**src/rtl/crc24a_pkg.sv**
```systemverilog
// CRC-24A shared definitions: polynomial, widths, checker FSM states and
// the byte-serial MSB-first CRC update used by the frame checker.
package crc24a_pkg;

  localparam int CRC_W     = 24;
  localparam int CRC_BYTES = 3;
  localparam logic [CRC_W-1:0] CRC24A_POLY = 24'h864CFB;

  typedef enum logic [0:0] {
    RUN    = 1'b0,
    REPORT = 1'b1
  } state_e;

  // Advance the CRC register by one byte, most significant bit first.
  function automatic logic [CRC_W-1:0] crc24a_byte_next(
    input logic [CRC_W-1:0] crc_in,
    input logic [7:0]       data_in
  );
    logic [CRC_W-1:0] c;
    logic             fb;
    c = crc_in;
    for (int i = 7; i >= 0; i--) begin
      fb = c[CRC_W-1] ^ data_in[i];
      c  = {c[CRC_W-2:0], 1'b0};
      if (fb) begin
        c = c ^ CRC24A_POLY;
      end else begin
        c = c;
      end
    end
    return c;
  endfunction

endpackage

```
**src/rtl/crc24a_trail_buf.sv**
```systemverilog
// Three-deep trailing delay line with a registered output stage.
// Each accepted input byte pushes out the byte received three bytes earlier,
// so the trailing CRC bytes of a frame never reach the output. The input byte
// that carries tlast marks the emitted byte as last and flushes the line.
// The caller must only push when out_free is high.
module crc24a_trail_buf
  import crc24a_pkg::*;
(
  input  logic       clock,
  input  logic       reset,
  input  logic       in_push,
  input  logic [7:0] in_data,
  input  logic       in_last,
  output logic       out_free,
  output logic [7:0] out_tdata,
  output logic       out_tvalid,
  input  logic       out_tready,
  output logic       out_tlast
);

  logic [7:0] dly0_r;
  logic [7:0] dly1_r;
  logic [7:0] dly2_r;
  logic [1:0] fill_r;
  logic [7:0] out_data_r;
  logic       out_valid_r;
  logic       out_last_r;
  logic       line_full_s;

  assign line_full_s = (fill_r == 2'd3);
  assign out_free    = !out_valid_r || out_tready;
  assign out_tdata   = out_data_r;
  assign out_tvalid  = out_valid_r;
  assign out_tlast   = out_last_r;

  // Delay line: shift on every push, drop its contents at end of frame.
  always_ff @(posedge clock or posedge reset) begin
    if (reset) begin
      dly0_r <= 8'h00;
      dly1_r <= 8'h00;
      dly2_r <= 8'h00;
      fill_r <= 2'd0;
    end else if (in_push) begin
      dly0_r <= in_data;
      dly1_r <= dly0_r;
      dly2_r <= dly1_r;
      if (in_last) begin
        fill_r <= 2'd0;
      end else if (!line_full_s) begin
        fill_r <= fill_r + 2'd1;
      end else begin
        fill_r <= fill_r;
      end
    end else begin
      dly0_r <= dly0_r;
      dly1_r <= dly1_r;
      dly2_r <= dly2_r;
      fill_r <= fill_r;
    end
  end

  // Output register: loads the oldest byte when the line is full, drains on handshake.
  always_ff @(posedge clock or posedge reset) begin
    if (reset) begin
      out_data_r  <= 8'h00;
      out_valid_r <= 1'b0;
      out_last_r  <= 1'b0;
    end else if (in_push && line_full_s) begin
      out_data_r  <= dly2_r;
      out_valid_r <= 1'b1;
      out_last_r  <= in_last;
    end else if (out_valid_r && out_tready) begin
      out_data_r  <= out_data_r;
      out_valid_r <= 1'b0;
      out_last_r  <= 1'b0;
    end else begin
      out_data_r  <= out_data_r;
      out_valid_r <= out_valid_r;
      out_last_r  <= out_last_r;
    end
  end

endmodule

```
**src/rtl/crc24a_check.sv**
```systemverilog
// CRC-24A frame checker (receive side of the crc24a encoder).
// Runs CRC-24A over each AXI-Stream byte frame (payload + 3 CRC bytes) and
// reports one status beat per frame: remainder-zero flag, runt flag and the
// saturating payload length.
// Optional feature: define CRC24A_CHECK_STRIP_EN to add an m_axis output that
// forwards the payload with the CRC bytes removed.
module crc24a_check
  import crc24a_pkg::*;
#(
  parameter int LEN_W = 16
) (
  input  logic             clock,
  input  logic             reset,
  input  logic [7:0]       s_axis_tdata,
  input  logic             s_axis_tvalid,
  output logic             s_axis_tready,
  input  logic             s_axis_tlast,
  output logic             st_valid,
  input  logic             st_ready,
  output logic             st_crc_ok,
  output logic             st_runt,
  output logic [LEN_W-1:0] st_len
`ifdef CRC24A_CHECK_STRIP_EN
  ,
  output logic [7:0]       m_axis_tdata,
  output logic             m_axis_tvalid,
  input  logic             m_axis_tready,
  output logic             m_axis_tlast
`endif
);

  localparam int CNT_W = LEN_W + 2;
  localparam logic [CNT_W-1:0] CNT_MAX   = {CNT_W{1'b1}};
  localparam logic [CNT_W-1:0] CNT_CRC   = CNT_W'(CRC_BYTES);
  localparam logic [LEN_W-1:0] LEN_MAX   = {LEN_W{1'b1}};
  localparam logic [CNT_W-1:0] LEN_MAX_C = {2'b00, LEN_MAX};

  state_e             state_r;
  state_e             state_s;
  logic               ready_en_r;
  logic [CRC_W-1:0]   crc_r;
  logic [CNT_W-1:0]   cnt_r;
  logic               st_valid_r;
  logic               st_crc_ok_r;
  logic               st_runt_r;
  logic [LEN_W-1:0]   st_len_r;

  logic [CRC_W-1:0]   crc_next_s;
  logic [CNT_W-1:0]   cnt_inc_s;
  logic [CNT_W-1:0]   cnt_len_s;
  logic [LEN_W-1:0]   len_sat_s;
  logic               runt_s;
  logic               accept_s;
  logic               last_accept_s;
  logic               st_done_s;
  logic               buf_free_s;
  logic               wait_fwd_s;
  logic               fwd_last_done_s;

  assign crc_next_s    = crc24a_byte_next(crc_r, s_axis_tdata);
  assign cnt_inc_s     = (cnt_r == CNT_MAX) ? cnt_r : (cnt_r + {{(CNT_W-1){1'b0}}, 1'b1});
  assign runt_s        = (cnt_inc_s < CNT_CRC);
  assign cnt_len_s     = runt_s ? {CNT_W{1'b0}} : (cnt_inc_s - CNT_CRC);
  assign len_sat_s     = (cnt_len_s > LEN_MAX_C) ? LEN_MAX : cnt_len_s[LEN_W-1:0];

  assign s_axis_tready = ready_en_r && (state_r == RUN) && buf_free_s;
  assign accept_s      = s_axis_tvalid && s_axis_tready;
  assign last_accept_s = accept_s && s_axis_tlast;
  assign st_done_s     = st_valid_r && st_ready;

  assign st_valid      = st_valid_r;
  assign st_crc_ok     = st_crc_ok_r;
  assign st_runt       = st_runt_r;
  assign st_len        = st_len_r;

`ifdef CRC24A_CHECK_STRIP_EN
  // A frame with at least one payload byte ends with a forwarded tlast beat;
  // the status beat is held back until that beat has left.
  assign wait_fwd_s      = (cnt_inc_s > CNT_CRC);
  assign fwd_last_done_s = m_axis_tvalid && m_axis_tready && m_axis_tlast;

  crc24a_trail_buf u_trail_buf (
    .clock      (clock),
    .reset      (reset),
    .in_push    (accept_s),
    .in_data    (s_axis_tdata),
    .in_last    (s_axis_tlast),
    .out_free   (buf_free_s),
    .out_tdata  (m_axis_tdata),
    .out_tvalid (m_axis_tvalid),
    .out_tready (m_axis_tready),
    .out_tlast  (m_axis_tlast)
  );
`else
  assign buf_free_s      = 1'b1;
  assign wait_fwd_s      = 1'b0;
  assign fwd_last_done_s = 1'b0;
`endif

  // Input ready is held low while in reset and rises on the first clock after.
  always_ff @(posedge clock or posedge reset) begin
    if (reset) begin
      ready_en_r <= 1'b0;
    end else begin
      ready_en_r <= 1'b1;
    end
  end

  // FSM state register.
  always_ff @(posedge clock or posedge reset) begin
    if (reset) begin
      state_r <= RUN;
    end else begin
      state_r <= state_s;
    end
  end

  // FSM next state: collect a frame, then hold until the status beat is taken.
  always_comb begin
    state_s = state_r;
    case (state_r)
      RUN: begin
        if (last_accept_s) begin
          state_s = REPORT;
        end else begin
          state_s = RUN;
        end
      end
      REPORT: begin
        if (st_done_s) begin
          state_s = RUN;
        end else begin
          state_s = REPORT;
        end
      end
      default: begin
        state_s = RUN;
      end
    endcase
  end

  // CRC and byte counter: update per accepted byte, clear once the status is taken.
  always_ff @(posedge clock or posedge reset) begin
    if (reset) begin
      crc_r <= {CRC_W{1'b0}};
      cnt_r <= {CNT_W{1'b0}};
    end else if ((state_r == REPORT) && st_done_s) begin
      crc_r <= {CRC_W{1'b0}};
      cnt_r <= {CNT_W{1'b0}};
    end else if (accept_s) begin
      crc_r <= crc_next_s;
      cnt_r <= cnt_inc_s;
    end else begin
      crc_r <= crc_r;
      cnt_r <= cnt_r;
    end
  end

  // Status beat: captured on the tlast handshake, held stable until accepted.
  always_ff @(posedge clock or posedge reset) begin
    if (reset) begin
      st_valid_r  <= 1'b0;
      st_crc_ok_r <= 1'b0;
      st_runt_r   <= 1'b0;
      st_len_r    <= {LEN_W{1'b0}};
    end else if (last_accept_s) begin
      st_valid_r  <= !wait_fwd_s;
      st_crc_ok_r <= (crc_next_s == {CRC_W{1'b0}}) && !runt_s;
      st_runt_r   <= runt_s;
      st_len_r    <= len_sat_s;
    end else if (st_done_s) begin
      st_valid_r  <= 1'b0;
      st_crc_ok_r <= 1'b0;
      st_runt_r   <= 1'b0;
      st_len_r    <= {LEN_W{1'b0}};
    end else if ((state_r == REPORT) && !st_valid_r && fwd_last_done_s) begin
      st_valid_r  <= 1'b1;
      st_crc_ok_r <= st_crc_ok_r;
      st_runt_r   <= st_runt_r;
      st_len_r    <= st_len_r;
    end else begin
      st_valid_r  <= st_valid_r;
      st_crc_ok_r <= st_crc_ok_r;
      st_runt_r   <= st_runt_r;
      st_len_r    <= st_len_r;
    end
  end

endmodule

```
**config.mk**
```make
export PLATFORM = sky130hd
export DESIGN_NAME = crc24a_check
export DESIGN_NICKNAME = d
export VERILOG_FILES = /design/src/rtl/crc24a_pkg.sv /design/src/rtl/crc24a_trail_buf.sv /design/src/rtl/crc24a_check.sv
export SDC_FILE = /design/constraint.sdc
export NUM_CORES = 1
export LEC_CHECK = 0
export CAP_MARGIN = 30
export CORE_UTILIZATION = 60
export CTS_CLUSTER_DIAMETER = 150
export DETAILED_ROUTE_END_ITERATION = 10
export PLACE_DENSITY = 0.93
export SLEW_MARGIN = 40
export SYNTH_ARGS = -nofsm -noshare
export SYNTH_HDL_FRONTEND = slang
export SYNTH_SLANG_ARGS = --single-unit
```
**constraint.sdc**
```tcl
create_clock -name clock -period 4.3 [get_ports clock]
set_input_delay 0.645 -clock clock [delete_from_list [all_inputs] [get_ports clock]]
set_output_delay 0.645 -clock clock [all_outputs]
set_load 0.01 [all_outputs]
```
---- Yosys cells after proc, flatten, opt, wreduce, memory -nomap -nowiden ----
Cells that the tools add are included.
storage, ports and cells
  input port bits ......................... 13
  output and inout port bits .............. 20
  register bits ........................... 63
operators by class
  bitwise gates (word level) .............. 17
  eq/ne operators ......................... 1
  mux-type cells .......................... 24
  magnitude comparators ................... 2
  add/sub/neg operators ................... 2
  reduce and logical (&&, ||, !) cells .... 10
operators with widths
  kind                                                                                count
  24-bit two-way mux                                                                  10
  13-bit inverter                                                                     8
  18-bit two-way mux                                                                  4
  16-bit two-way mux                                                                  3
  24-bit zero test                                                                    1
  18-bit by 1-bit adder with 18-bit output (second input constant)                    1
  18-bit == test (second input constant)                                              1
  18-bit by 16-bit greater-than comparator with 1-bit output (second input constant)  1
  18-bit by 2-bit < comparator with 1-bit output (second input constant)              1
  18-bit by 2-bit subtractor with 18-bit output (second input constant)               1
  1-bit bitwise XOR                                                                   8
  1-bit logical AND                                                                   6
  1-bit two-way mux                                                                   6
  2-bit nonzero test                                                                  2
  1-bit one-hot mux with 2 select lines                                               1
  1-bit zero test                                                                     1
  1-bit inverter                                                                      1

---- Logic depth before layout (Yosys ltp) ----
Gate-level depths: netlist of the first run.
  depth in word-level cells ............... 19
  gate-level depth with buffers ........... 16

---- Worst setup path before layout of the first run ----
No wires, ideal clock.
  path type ............................... register to register
  start ................................... reg cnt_r[1]
  end ..................................... reg st_len_r[14], in the netlist st_len[14]
  arrival time ............................ 3.504 ns
  required time ........................... 4.168 ns
  slack ................................... 0.664 ns
  setup time .............................. 0.132 ns
  clock period less this slack ............ 3.636 ns
  buffers on the path ..................... 1
  stages on the path, launching flop included .. 15
  cells stage by stage .................... dfrtp_1 > ha_1 > nand3_4 > nor4_4 > nand2_1 > clkbuf_1 > nand2_1 > nand2_1 > ha_1 > or3_1 > a32oi_4 > nand3_4 > o311a_4 > a32o_1 > o21bai_1
on the way
  word-level cells in the longest chain between the ends .. 7
  elaborated cells between the ends (all ways) .. 9
RTL lines
  item                                                                                                                    line                                    source
  start, declared                                                                                                         crc24a_check.sv:42                      logic [CNT_W-1:0] cnt_r;
  start signal, assigned                                                                                                  crc24a_check.sv:146                     cnt_r <= {CNT_W{1'b0}};
  start signal, assigned                                                                                                  crc24a_check.sv:149                     cnt_r <= {CNT_W{1'b0}};
  start signal, assigned                                                                                                  crc24a_check.sv:152                     cnt_r <= cnt_inc_s;
  18-bit by 1-bit adder with 18-bit output / 18-bit == test (equally long branches)                                       crc24a_check.sv:61                      assign cnt_inc_s = (cnt_r == CNT_MAX) ? cnt_r : (cnt_r + {{(CNT_W-1){1'b0}}, 1'b1});
  18-bit two-way mux (*)                                                                                                  crc24a_check.sv:61
  18-bit by 2-bit subtractor with 18-bit output / 18-bit by 2-bit < comparator with 1-bit output (equally long branches)  crc24a_check.sv:63, crc24a_check.sv:62
  18-bit two-way mux (*)                                                                                                  crc24a_check.sv:63                      assign cnt_len_s = runt_s ? {CNT_W{1'b0}} : (cnt_inc_s - CNT_CRC);
  18-bit by 16-bit greater-than comparator with 1-bit output                                                              crc24a_check.sv:64                      assign len_sat_s = (cnt_len_s > LEN_MAX_C) ? LEN_MAX : cnt_len_s[LEN_W-1:0];
  16-bit two-way mux (*)                                                                                                  crc24a_check.sv:64
  16-bit two-way mux (*)                                                                                                  crc24a_check.sv:166                     end else if (last_accept_s) begin
  end signal, assigned                                                                                                    crc24a_check.sv:165                     st_len_r <= {LEN_W{1'b0}};
  end signal, assigned                                                                                                    crc24a_check.sv:170                     st_len_r <= len_sat_s;
  end signal, assigned                                                                                                    crc24a_check.sv:175                     st_len_r <= {LEN_W{1'b0}};
  end, declared                                                                                                           crc24a_check.sv:46                      logic [LEN_W-1:0] st_len_r;
Mark *: on every way between the ends. The rest lies on a longest branch, timed or not.
A chain may end at the register's enable or synchronous reset.

---- Worst setup path in the final report of the first run ----
  start ................................... reg cnt_r[0]
  end ..................................... reg st_len_r[14], in the netlist st_len[14]
The elaborated chain is that of the path after synthesis.

==> results.sh, run 1 <==
export IMPL_antenna_found_initial=0
export IMPL_grt_overflow=0
export IMPL_min_period_over_period_pct=92.27
export IMPL_worst_setup_path_end_kind="flop"
export IMPL_ys_seq_area_share_pct=34.15
export IMPL_cts_setup_buffers=0
export IMPL_root_buffer="clkbuf_8"
export IMPL_max_freq_ghz=0.2520
export IMPL_min_from="st_crc_ok$_DFFE_PP0P_"
export IMPL_grt_pass1_vias=4014
export IMPL_leakage_uw=0.002118
export IMPL_synth_edf_count=0
export IMPL_via_per_inst=6.470
export IMPL_yosysTopAreaCell="dfrtp_1"
export IMPL_area_growth_pct=13.47
export IMPL_cts_sinks=63
export IMPL_relSlewSlack_pct=44.43
export IMPL_postPlaceCellArea_mm2=0.005054
export IMPL_grtUsageTotal_pct=30.50
export IMPL_required_ns=4.51
export IMPL_synth_top_area_share_pct=34.15
export IMPL_power_density_mw_per_mm2=902.7
export IMPL_rsz0062_at_grt="false"
export IMPL_grt_pass1_wl_mm=19.47
export IMPL_synth_cells=508
export IMPL_holdPathStages=1
export IMPL_n_antenna_cell=0
export IMPL_r2r_start="cnt_r[0]$_DFFE_PP0P_"
export IMPL_ys_flop_type="dfrtp_1"
export IMPL_cts_tree="done"
export IMPL_num_vias=4147
export IMPL_finalHoldViolCount=0
export IMPL_htree_levels=3
export IMPL_r2r_slack_ns=0.33
export IMPL_drive_gt1_share_pct=12.36
export IMPL_gp_congestion=0.9662
export IMPL_multi_input_area_mm2=0.002893
export IMPL_yosys_warnings=0
export IMPL_min_path_type="flop to flop"
export IMPL_reg2regPathDepth=13
export IMPL_tightest_slew_ns=0.8336
export IMPL_instances_no_fill=641
export IMPL_maxCapViolCount=0
export IMPL_status="complete, no violations"
export IMPL_arrival_ns=4.18
export IMPL_tns_ns=0
export IMPL_grt_max_degree=36
export IMPL_dieArea_mm2=0.008050
export IMPL_worst_setup_path_start_kind="flop"
export IMPL_ys_ff_latch=63
export IMPL_placed_cells=627
export IMPL_syn_nets=524
export IMPL_synthArstFlopShare_pct=100.0
export IMPL_drtPass1Iterations=6
export IMPL_insertion_delay_ns=0.36
export IMPL_io_pins=33
export IMPL_clock_path_buffers=2
export IMPL_irDropWorstVdd_mv=0.9995
export IMPL_fill_cells=517
export IMPL_drv_slew=0
export IMPL_synth_area_per_cell_um2=9.088
export IMPL_clk_pin_slew_worst_paths_ns=0.08
export IMPL_synthTopCellsByArea="dfrtp_1 (34%), xnor2_1 (9.1%), nand2_1 (4.9%), o21ai_0 (4.9%), xor2_1 (4.4%)"
export IMPL_wire_per_inst_um=18.36
export IMPL_fin_crit_ns=3.968
export IMPL_drc_errors=0
export IMPL_hold_end="st_crc_ok$_DFFE_PP0P_"
export IMPL_fin_area_mm2=0.005239
export IMPL_port_buffers=32
export IMPL_initialDrtViolationCount=487
export IMPL_fin_nets=555
export IMPL_synth_area_mm2=0.004617
export IMPL_start_util_pct=62.98
export IMPL_numCtsBuffers=9
export IMPL_ant_nets=0
export IMPL_die_w_um=89.72
export IMPL_fin_skew_ns=0.01338
export IMPL_finalSetupViolCount=0
export IMPL_totalWireLength_mm=11.77
export IMPL_crit_type="flop to flop"
export IMPL_regArea_mm2=0.001577
export IMPL_ys_types=73
export IMPL_r2r_end="st_len[14]$_DFFE_PP0P_"
export IMPL_die_y_um=89.72
export IMPL_finalPower_uw=4729
export IMPL_path_max_fanout=14
export IMPL_fp_row_count=31
export IMPL_coreArea_mm2=0.007331
export IMPL_cts_hold_buf=0
export IMPL_post_dp_hpwl_mm=8.384
## critical path, cell delays in order (launching register included)
cell and delay, ns:
dfrtp_1 0.51, ha_1 0.34, and3_1 0.34, nand4_1 0.18
nor2_2 0.26, xnor2_1 0.15, ha_1 0.25, nor3b_1 0.19
o21ai_0 0.21, a32oi_4 0.29, nand3_4 0.17, o311a_4 0.52
a32o_1 0.25, o21bai_1 0.15
## report_power, final
group / leakage (µW) / switching (µW) / internal [µW]
logic: 0.00120 / 1790 / 1480
registers: 0.000819 / 182 / 785
clock network: 0.0000946 / 232 / 267
## flip-flops by register name (all words and copies together) (netlist names)
name / cells
ready_en_r: 1
st_crc_ok: 1
st_valid: 1
st_runt: 1
cnt_r: 18
state_r: 1
st_len: 16
crc_r: 24
## through the flow
step	hold slack (ns)	setup slack, ns	utilization (%)
global placement	0.4840	0.5103	68.94
CTS	0.5095	0.3030	71.43
global route	0.5256	0.05936	71.46
finish	0.5075	0.3322	71.46
floorplan	0.4682	0.6640	-
detailed placement	0.4927	0.3578	68.94
## layer usage
| layer | up-vias | track usage (%) | part of all wire [%] |
|---|---|---|---|
| met4 | 0 | 15.30 | 3.3 |
| met3 | 37 | 6.599 | 7.0 |
| met5 | - | 0 | 0 |
| met2 | 202 | 49.10 | 48 |
| li1 | 1915 | - | - |
| met1 | 1993 | 38.81 | 42 |
## worst max path at each step
stage               slack, ns                endpoint                  from
floorplan                0.66  st_len[14]$_DFFE_PP0P_  cnt_r[1]$_DFFE_PP0P_
global placement         0.51  st_len[14]$_DFFE_PP0P_  cnt_r[0]$_DFFE_PP0P_
detailed placement       0.36  st_len[14]$_DFFE_PP0P_  cnt_r[0]$_DFFE_PP0P_
CTS                      0.30  st_len[14]$_DFFE_PP0P_  cnt_r[0]$_DFFE_PP0P_
global route             0.06  st_len[14]$_DFFE_PP0P_  cnt_r[0]$_DFFE_PP0P_
finish                   0.33  st_len[14]$_DFFE_PP0P_  cnt_r[0]$_DFFE_PP0P_
## cell usage after synthesis (all sizes together), types with 2 or more instances
| cell | number |
|---|---|
| ha | 3 |
| mux2i | 6 |
| o2111ai | 3 |
| and4 | 4 |
| nor3 | 11 |
| nand2 | 60 |
| nand2b | 2 |
| a31oi | 4 |
| o31ai | 6 |
| mux2 | 2 |
| o31a | 2 |
| a22o | 6 |
| nor3b | 2 |
| or3 | 9 |
| a21oi | 24 |
| dfrtp | 63 |
| nor2 | 27 |
| clkbuf | 16 |
| o211ai | 6 |
| and3 | 5 |
| and2 | 4 |
| o22ai | 2 |
| or4 | 2 |
| nand3 | 17 |
| nand4 | 9 |
| o41ai | 2 |
| a2bb2oi | 3 |
| a21boi | 3 |
| buf | 11 |
| a22oi | 12 |
| or2 | 4 |
| inv | 8 |
| xnor2 | 58 |
| nor4 | 5 |
| a211oi | 3 |
| xor2 | 23 |
| a32o | 4 |
| o21ai | 57 |
## final cells by class
class,count,share of cell area [%]
multi-input combinational,410,55.22
sequential,63,30.09
timing repair buffer,47,8.264
clock buffer,14,3.487
tap,99,2.364
inverter,8,0.5732
## cell families (layout without fill, tap and decap cells)
group / after synthesis / after routing / synth area share [%]
adder cells (fa/ha/maj): 3 / 3 / 0.8131
other: 1 / 1 / 0.08122
flip-flops: 63 / 63 / 34.15
XOR/XNOR: 82 / 82 / 17.72
multiplexers: 8 / 8 / 1.789
buffers and inverters: 35 / 69 / 3.577
AO/OA/AOI/OAI: 152 / 152 / 23.25
AND/OR/NAND/NOR: 164 / 164 / 18.62
## what timing repair did
action	CTS	global route
hold endpoints to repair	0	0
setup endpoints to repair	0	4
resized for setup	0	1
## placed cells by master, fill, tap and decap left out, types with 4 or more instances in the layout
cell | synthesis | layout
a21oi_1 | 24 | 24
a22o_1 | 6 | 6
a22oi_1 | 5 | 5
a22oi_2 | 7 | 7
a32o_1 | 4 | 4
and2_1 | 4 | 4
and3_1 | 5 | 5
and4_1 | 4 | 4
buf_4 | 4 | 15
clkbuf_8 | 0 | 13
clkdlybuf4s50_1 | 0 | 32
dfrtp_1 | 63 | 63
inv_1 | 8 | 7
mux2i_1 | 6 | 6
nand2_1 | 60 | 60
nand3_1 | 15 | 15
nand4_1 | 8 | 8
nor2_1 | 27 | 26
nor3_1 | 10 | 10
nor4_1 | 4 | 4
o211ai_1 | 6 | 6
o21ai_0 | 45 | 45
o21ai_1 | 12 | 12
o31ai_1 | 6 | 6
or3_1 | 8 | 8
xnor2_1 | 48 | 48
xnor2_2 | 9 | 9
xor2_1 | 23 | 23
Note: power is estimated with default switching activity, not from simulation.
==> run 2, diff against run 1 <==
- SLEW_MARGIN: 40 -> 25
==> results of run 2 <==
No change in the layout: final DEF, timing and power equal those of run 1.
